**src/rtl/branch_redirect_controller.sv**
```systemverilog
// Branch/jump redirect controller: offers the resolved target PC to fetch over valid/ready,
// squashes wrong-path segments, and counts accepted redirects.
module branch_redirect_controller #(
   parameter int XLEN         = 32,
   parameter int FLUSH_CYCLES = 1
) (
   input  logic            clk,
   input  logic            rst_n,
   input  logic            mem_valid,
   input  logic            mem_branch,
   input  logic            mem_jump,
   input  logic            mem_take,
   input  logic [XLEN-1:0] mem_target,
   input  logic            redirect_ready,
   output logic            redirect_valid,
   output logic [XLEN-1:0] redirect_pc,
   output logic            flush_if_id,
   output logic            flush_id_ex,
   output logic            flush_ex_mem,
   output logic            misalign_err,
   output logic [31:0]     taken_count
);

   typedef enum logic [1:0] {
      IDLE        = 2'd0,
      WAIT_ACCEPT = 2'd1,
      FLUSH       = 2'd2
   } state_t;

   localparam logic [2:0] FLUSH_INIT = 3'(FLUSH_CYCLES);

   state_t     state;
   logic [2:0] flush_cnt;
   logic       misalign_pend;
   logic       take;
   logic       accept;
   logic       unused_target_lsb;

   assign take              = mem_valid & (mem_jump | (mem_branch & mem_take));
   assign accept            = redirect_valid & redirect_ready;
   assign unused_target_lsb = mem_target[0];

   function automatic logic [31:0] sat_inc(input logic [31:0] v);
      return (v == 32'hFFFF_FFFF) ? v : v + 32'd1;
   endfunction

   always_ff @(posedge clk or negedge rst_n) begin
      if (!rst_n) begin
         state          <= IDLE;
         flush_cnt      <= 3'd0;
         misalign_pend  <= 1'b0;
         redirect_valid <= 1'b0;
         redirect_pc    <= '0;
         flush_if_id    <= 1'b0;
         flush_id_ex    <= 1'b0;
         flush_ex_mem   <= 1'b0;
         misalign_err   <= 1'b0;
         taken_count    <= 32'd0;
      end else begin
         misalign_err <= 1'b0;
         case (state)
            IDLE: begin
               // EX/MEM contents are only trusted here; elsewhere they are wrong-path or bubbles
               if (take) begin
                  state          <= WAIT_ACCEPT;
                  redirect_pc    <= {mem_target[XLEN-1:1], 1'b0};
                  misalign_pend  <= mem_target[1];
                  redirect_valid <= 1'b1;
                  flush_if_id    <= 1'b1;
                  flush_id_ex    <= 1'b1;
                  flush_ex_mem   <= 1'b1;
               end
            end
            WAIT_ACCEPT: begin
               if (accept) begin
                  taken_count    <= sat_inc(taken_count);
                  misalign_err   <= misalign_pend;
                  redirect_valid <= 1'b0;
                  flush_id_ex    <= 1'b0;
                  flush_ex_mem   <= 1'b0;
                  if (FLUSH_INIT == 3'd0) begin
                     state       <= IDLE;
                     flush_if_id <= 1'b0;
                  end else begin
                     state       <= FLUSH;
                     flush_cnt   <= FLUSH_INIT;
                     flush_if_id <= 1'b1;
                  end
               end
            end
            FLUSH: begin
               if (flush_cnt <= 3'd1) begin
                  state       <= IDLE;
                  flush_cnt   <= 3'd0;
                  flush_if_id <= 1'b0;
               end else begin
                  flush_cnt <= flush_cnt - 3'd1;
               end
            end
            default: begin
               state          <= IDLE;
               redirect_valid <= 1'b0;
               flush_if_id    <= 1'b0;
               flush_id_ex    <= 1'b0;
               flush_ex_mem   <= 1'b0;
            end
         endcase
      end
   end

endmodule

```
**config.mk**
```make
export PLATFORM = sky130hd
export DESIGN_NAME = branch_redirect_controller
export DESIGN_NICKNAME = d
export VERILOG_FILES = /design/src/rtl/branch_redirect_controller.sv
export SDC_FILE = /design/constraint.sdc
export NUM_CORES = 1
export LEC_CHECK = 0
export ABC_AREA = 1
export BUFFER_PORTS_ARGS = -buffer_cell sky130_fd_sc_hd__buf_2
export CORE_ASPECT_RATIO = 1.5
export CORE_UTILIZATION = 45
export CTS_CLUSTER_DIAMETER = 150
export DETAILED_ROUTE_END_ITERATION = 12
export GPL_TIMING_DRIVEN = 0
export PLACE_DENSITY = 0.76
export SYNTH_ARGS = -nofsm -noshare
export SYNTH_HDL_FRONTEND = slang
export SYNTH_SLANG_ARGS = --single-unit
```
**constraint.sdc**
```tcl
create_clock -name clk -period 2.3 [get_ports clk]
set_input_delay 0.345 -clock clk [delete_from_list [all_inputs] [get_ports clk]]
set_output_delay 0.345 -clock clk [all_outputs]
set_load 0.1 [all_outputs]
```
=== Yosys cells after proc, flatten, opt, wreduce, memory -nomap -nowiden ===
Cells that the tools add are included.

* Register bits: 72
* Output and inout port bits: 69
* Word-level logic and storage cells: 45

* Add/sub/neg operators: 2
* Order comparisons: 1
* Eq/ne operators: 6
* Multiplexer cells: 15
* Bitwise logic cells: 6
* Reduce and logical (&&, ||, !) cells: 7

{| class="wikitable"
|+ Operators by type and width
! kind !! count
|-
| adder 32 x 1 -> 32 bit, second input constant || 1
|-
| equality test 32 bit, second input constant || 1
|-
| AND reduction 3 bit || 3
|-
| two-way mux 1 bit || 6
|-
| two-way mux 2 bit || 3
|-
| two-way mux 3 bit || 2
|-
| inequality test 2 bit, second input constant || 3
|-
| one-hot mux 1 bit (3 select lines) || 2
|-
| one-hot mux 2 bit (3 select lines) || 1
|-
| one-hot mux 3 bit (2 select lines) || 1
|-
| AND reduction 2 bit || 2
|-
| bitwise AND 1 bit || 3
|-
| less-or-equal comparator 3 x 1 -> 1 bit, second input constant || 1
|-
| subtractor 3 x 1 -> 3 bit, second input constant || 1
|-
| equality test 2 x 1 -> 1 bit, second input constant || 1
|-
| equality test 2 bit, second input constant || 1
|-
| zero test 2 bit || 1
|-
| NOT 1 bit || 2
|-
| nonzero test 2 bit || 1
|-
| OR 1 bit || 1
|}

=== Longest topological paths before layout ===
* Depth after elaboration: 5
* Depth in mapped cells: 11
* Depth with buffers taken out: 10

=== Worst setup path before layout ===
OpenSTA, ideal clock, no wires.

* Path type: reg-to-reg
* Start: register taken_count[1]
* End: register taken_count[16]
* Arrival time: 2,228 ps
* Required time: 2,180 ps
* Slack: -48 ps
* Stages on the path, launching flop included: 12
* Buffers on the path: 1
* Path through: dfrtp_1 ha_1 nand2_2 nor2_4 nand2_4 nor2_4 nand2_4 nand2_4 inv_2 buf_6 nand2_1 nand2_1

* Cells in the longest elaborated chain, start to end: 3

{| class="wikitable"
|+ Ends and longest elaborated chain
! element !! RTL line !! RTL
|-
| start, declared || 21 || <nowiki>output logic [31:0] taken_count</nowiki>
|-
| start signal, assigned || 76 || <nowiki>taken_count <= sat_inc(taken_count);</nowiki>
|-
| parallel branches: the longest is 3 deep, another holds adder 32 x 1 -> 32 bit || - ||
|}

Parallel ways; which one is timed is not known.
A chain may end at the register's enable or synchronous reset.

=== Worst setup path in the final report ===
* Start: register taken_count[1]
* End: register taken_count[21]

The elaborated chain is that of the path after synthesis.

==> key figures <==
Outcome
  • Status: finished, final reports clean

Synth
  • Syn Area/Cell: 7.241 µm²
  • Post-Syn Area: 0.003780 mm²
  • Cell variety after synth: 25
  • Seq cells post-synth: 71
  • Ys flop type: dfrtp_1
  • Post-synthesis async set-or-reset flop share: 1.000
  • Post-synth EDFFs: 0
  • Post-Synthesis Net Count: 564
  • Top-area cell type share of the netlist area: 0.4700
  • Cell with the most instances after synthesis: nand2_1
  • Syn Inst Count: 522
  • Post-synth top area cell: dfrtp_1
  • Post-synth top cells: 220 x nand2_1, 71 x dfrtp_1, 65 x inv_1, 51 x nor2_1, 39 x o21ai_0
  • Synth area leaders: dfrtp_1 47%, nand2_1 22%, inv_1 6.5%
  • Synth warn: 0
  • Sequential-to-total area share from yosys stat: 0.4700

Clocking
  • Clk_lat worst skew: 0.33 ns
  • Number of gates resized after cts: 0
  • Cts-stage hold buffer count: 0
  • Max Root-Sink Buffers: 2
  • H-tree depth: 3
  • CTS Sinks: 71
  • Clock root cell: clkbuf_16
  • Total CTS buffers: 9
  • Clock transition at path regs: 0.05 ns
  • Postcts setup bufs: 0
  • CTS tree: done

Timing
  • Worst hold slack: 0.1306 ns
  • Worst slew pin tran: 0.9167 ns
  • Tmin final: 1.842 ns
  • Setup_tns: 0 ns
  • Tcrit/Tclk final: 0.8007
  • Final hold violation count: 0
  • Rel. slew slack: 0.3889
  • Setup Viol. Count Final: 0
  • Unrepaired setup endpoints after global routing: no
  • Final Skew: 0.004087 ns
  • Pins over their slew limit: 0
  • Fmax: 543.0 MHz

Cells and area
  • Register area: 0.001779 mm²
  • Antenna cells: 0
  • Fillcell total: 774
  • Final instance area: 0.004777 mm²
  • Layout cell share with drive strength beyond 1: 0.2208
  • Area growth syn-to-layout: 26.38%
  • # nets final: 680
  • Footprint of the multi-input gates: 0.001658 mm²

Worst setup path
  • Critical path type: reg -> reg
  • Crit path arrival time: 2.06 ns
  • Worst-path fanout max: 10
  • Critical Path Source Type: register
  • Crit. End Element: register
  • WP data required: 2.52 ns

Drt
  • Initial DRC count: 151
  • DRT antenna net count: 0
  • Wire length per cell: 12.76 µm
  • Vias: 3,587
  • DRC: 0
  • Drt total wl: 9544 µm
  • Via density: 4.795
  • TritonRoute pass-1 iters: 4

Placement
  • Gp weighted congestion: 0.9195
  • Port bufs: 105
  • Placed cell area: 0.004442 mm²
  • Hpwl dp: 7152 µm

Die
  • Die width: 76.83 µm
  • Starting density of the core: 0.4691
  • Die height: 114.2 µm
  • Die area: 0.008777 mm²
  • # IOs: 108
  • Core area: 0.008058 mm²
  • Row count: 40

Flow run
  • Max-Cap Viols: 0

Global routing
  • Vias in the first global route: 3,393
  • Largest net degree at the start of global routing: 72
  • Remaining Overflow, GRT: 0
  • All-Layer GR Usage: 0.2319
  • First-pass GRT wire length: 15,690 µm
  • Antenna violations before repair: 0

Power
  • Static leakage: 2.622 nW
  • Power Density: 1431 mW/mm²
  • Worst vdd ir: 0.001155 V
  • Total Power Consumption: 6.837 mW

Worst hold path
  • Min-delay worst type: in -> async
routing by layer:
metal / up-vias / track usage / part of all wire
li1: 1812 / - / -
met5: - / 0 / 0
met1: 1632 / 0.2457 / 0.40
met3: 20 / 0.05657 / 0.053
met2: 123 / 0.4274 / 0.52
met4: 0 / 0.1090 / 0.033
placed cells by master (no fill, tap or decap), types with 7 or more instances in the layout:
cell type	n
inv_1	65
clkbuf_16	9
buf_4	8
nand3_1	20
xor2_1	9
buf_2	104
nand2_1	220
o21ai_0	39
clkbuf_1	7
nor2_1	51
dfrtp_1	69
cells by family (layout without fill, tap and decap cells):
group | after synthesis | in the layout | synth area share
AOI/OAI and AO/OA | 42 | 42 | 0.05661
xor gates and xnor gates | 15 | 15 | 0.03476
adders and majority gates | 3 | 3 | 0.009932
buffers and inverters | 81 | 202 | 0.09136
DFF | 71 | 71 | 0.4700
other | 1 | 1 | 0.0009921
and+or+nand+nor | 309 | 309 | 0.3363
through the flow:
step,util,cells,setup WS [ns]
after floorplan,-,522,0.08885
after global placement,0.5509,732,0.3394
after detailed placement,0.5512,732,0.4820
after CTS,0.5929,748,0.4566
after global routing,0.5929,748,0.3221
final,0.5929,748,0.4584
report_power, final:
group	total, mW	internal [mW]	leakage, nW	switching, mW
clock network	1.54	1.04	0.166	0.504
registers	1.81	1.59	0.927	0.220
logic	3.48	0.517	1.53	2.97
total	6.84	3.15	2.62	3.69
sequential cells by signal, indices dropped and copies added (netlist names):
name          flops
redirect_pc      31
misalign_err      1
flush_cnt         3
state             2
flush_if_id       1
flush_ex_mem      1
taken_count      32
area by class of cell:
type	instances	share of cell area
inverters	66	0.05186
clock buffers	13	0.05657
plain buffers	15	0.02043
flip-flops and latches	71	0.3724
repair buffers	105	0.1105
clock inverters	3	0.01362
multi-input cells	370	0.3470
well taps	105	0.02750
worst paths after layout:
check | cells past startpoint | slack (ns) | endpoint | from
worst max-delay path | 11 | 0.46 | taken_count[21] | taken_count[1]
worst min-delay path | 1 | 0.13 | taken_count[6] | rst_n
worst max register to register | 11 | 0.46 | taken_count[21] | taken_count[1]
worst min register to register | 2 | 0.48 | redirect_pc[23] | redirect_pc[23]
max in group asynchronous | 1 | 1.53 | taken_count[0] | rst_n
min in group clk | 3 | 0.25 | redirect_pc[15] | mem_target[15]
worst max-delay path, cell delays in order (launching register included):
cell and delay [ns]:
dfrtp_2 0.39, ha_1 0.23, nand2_2 0.08, nor2_4 0.17, nand2_4 0.11, nor2_4 0.17
nand2_4 0.11, nand2_4 0.11, inv_2 0.09, buf_6 0.16, nand2_1 0.07, nand2_1 0.05
(Power assumes the default switching activity.)
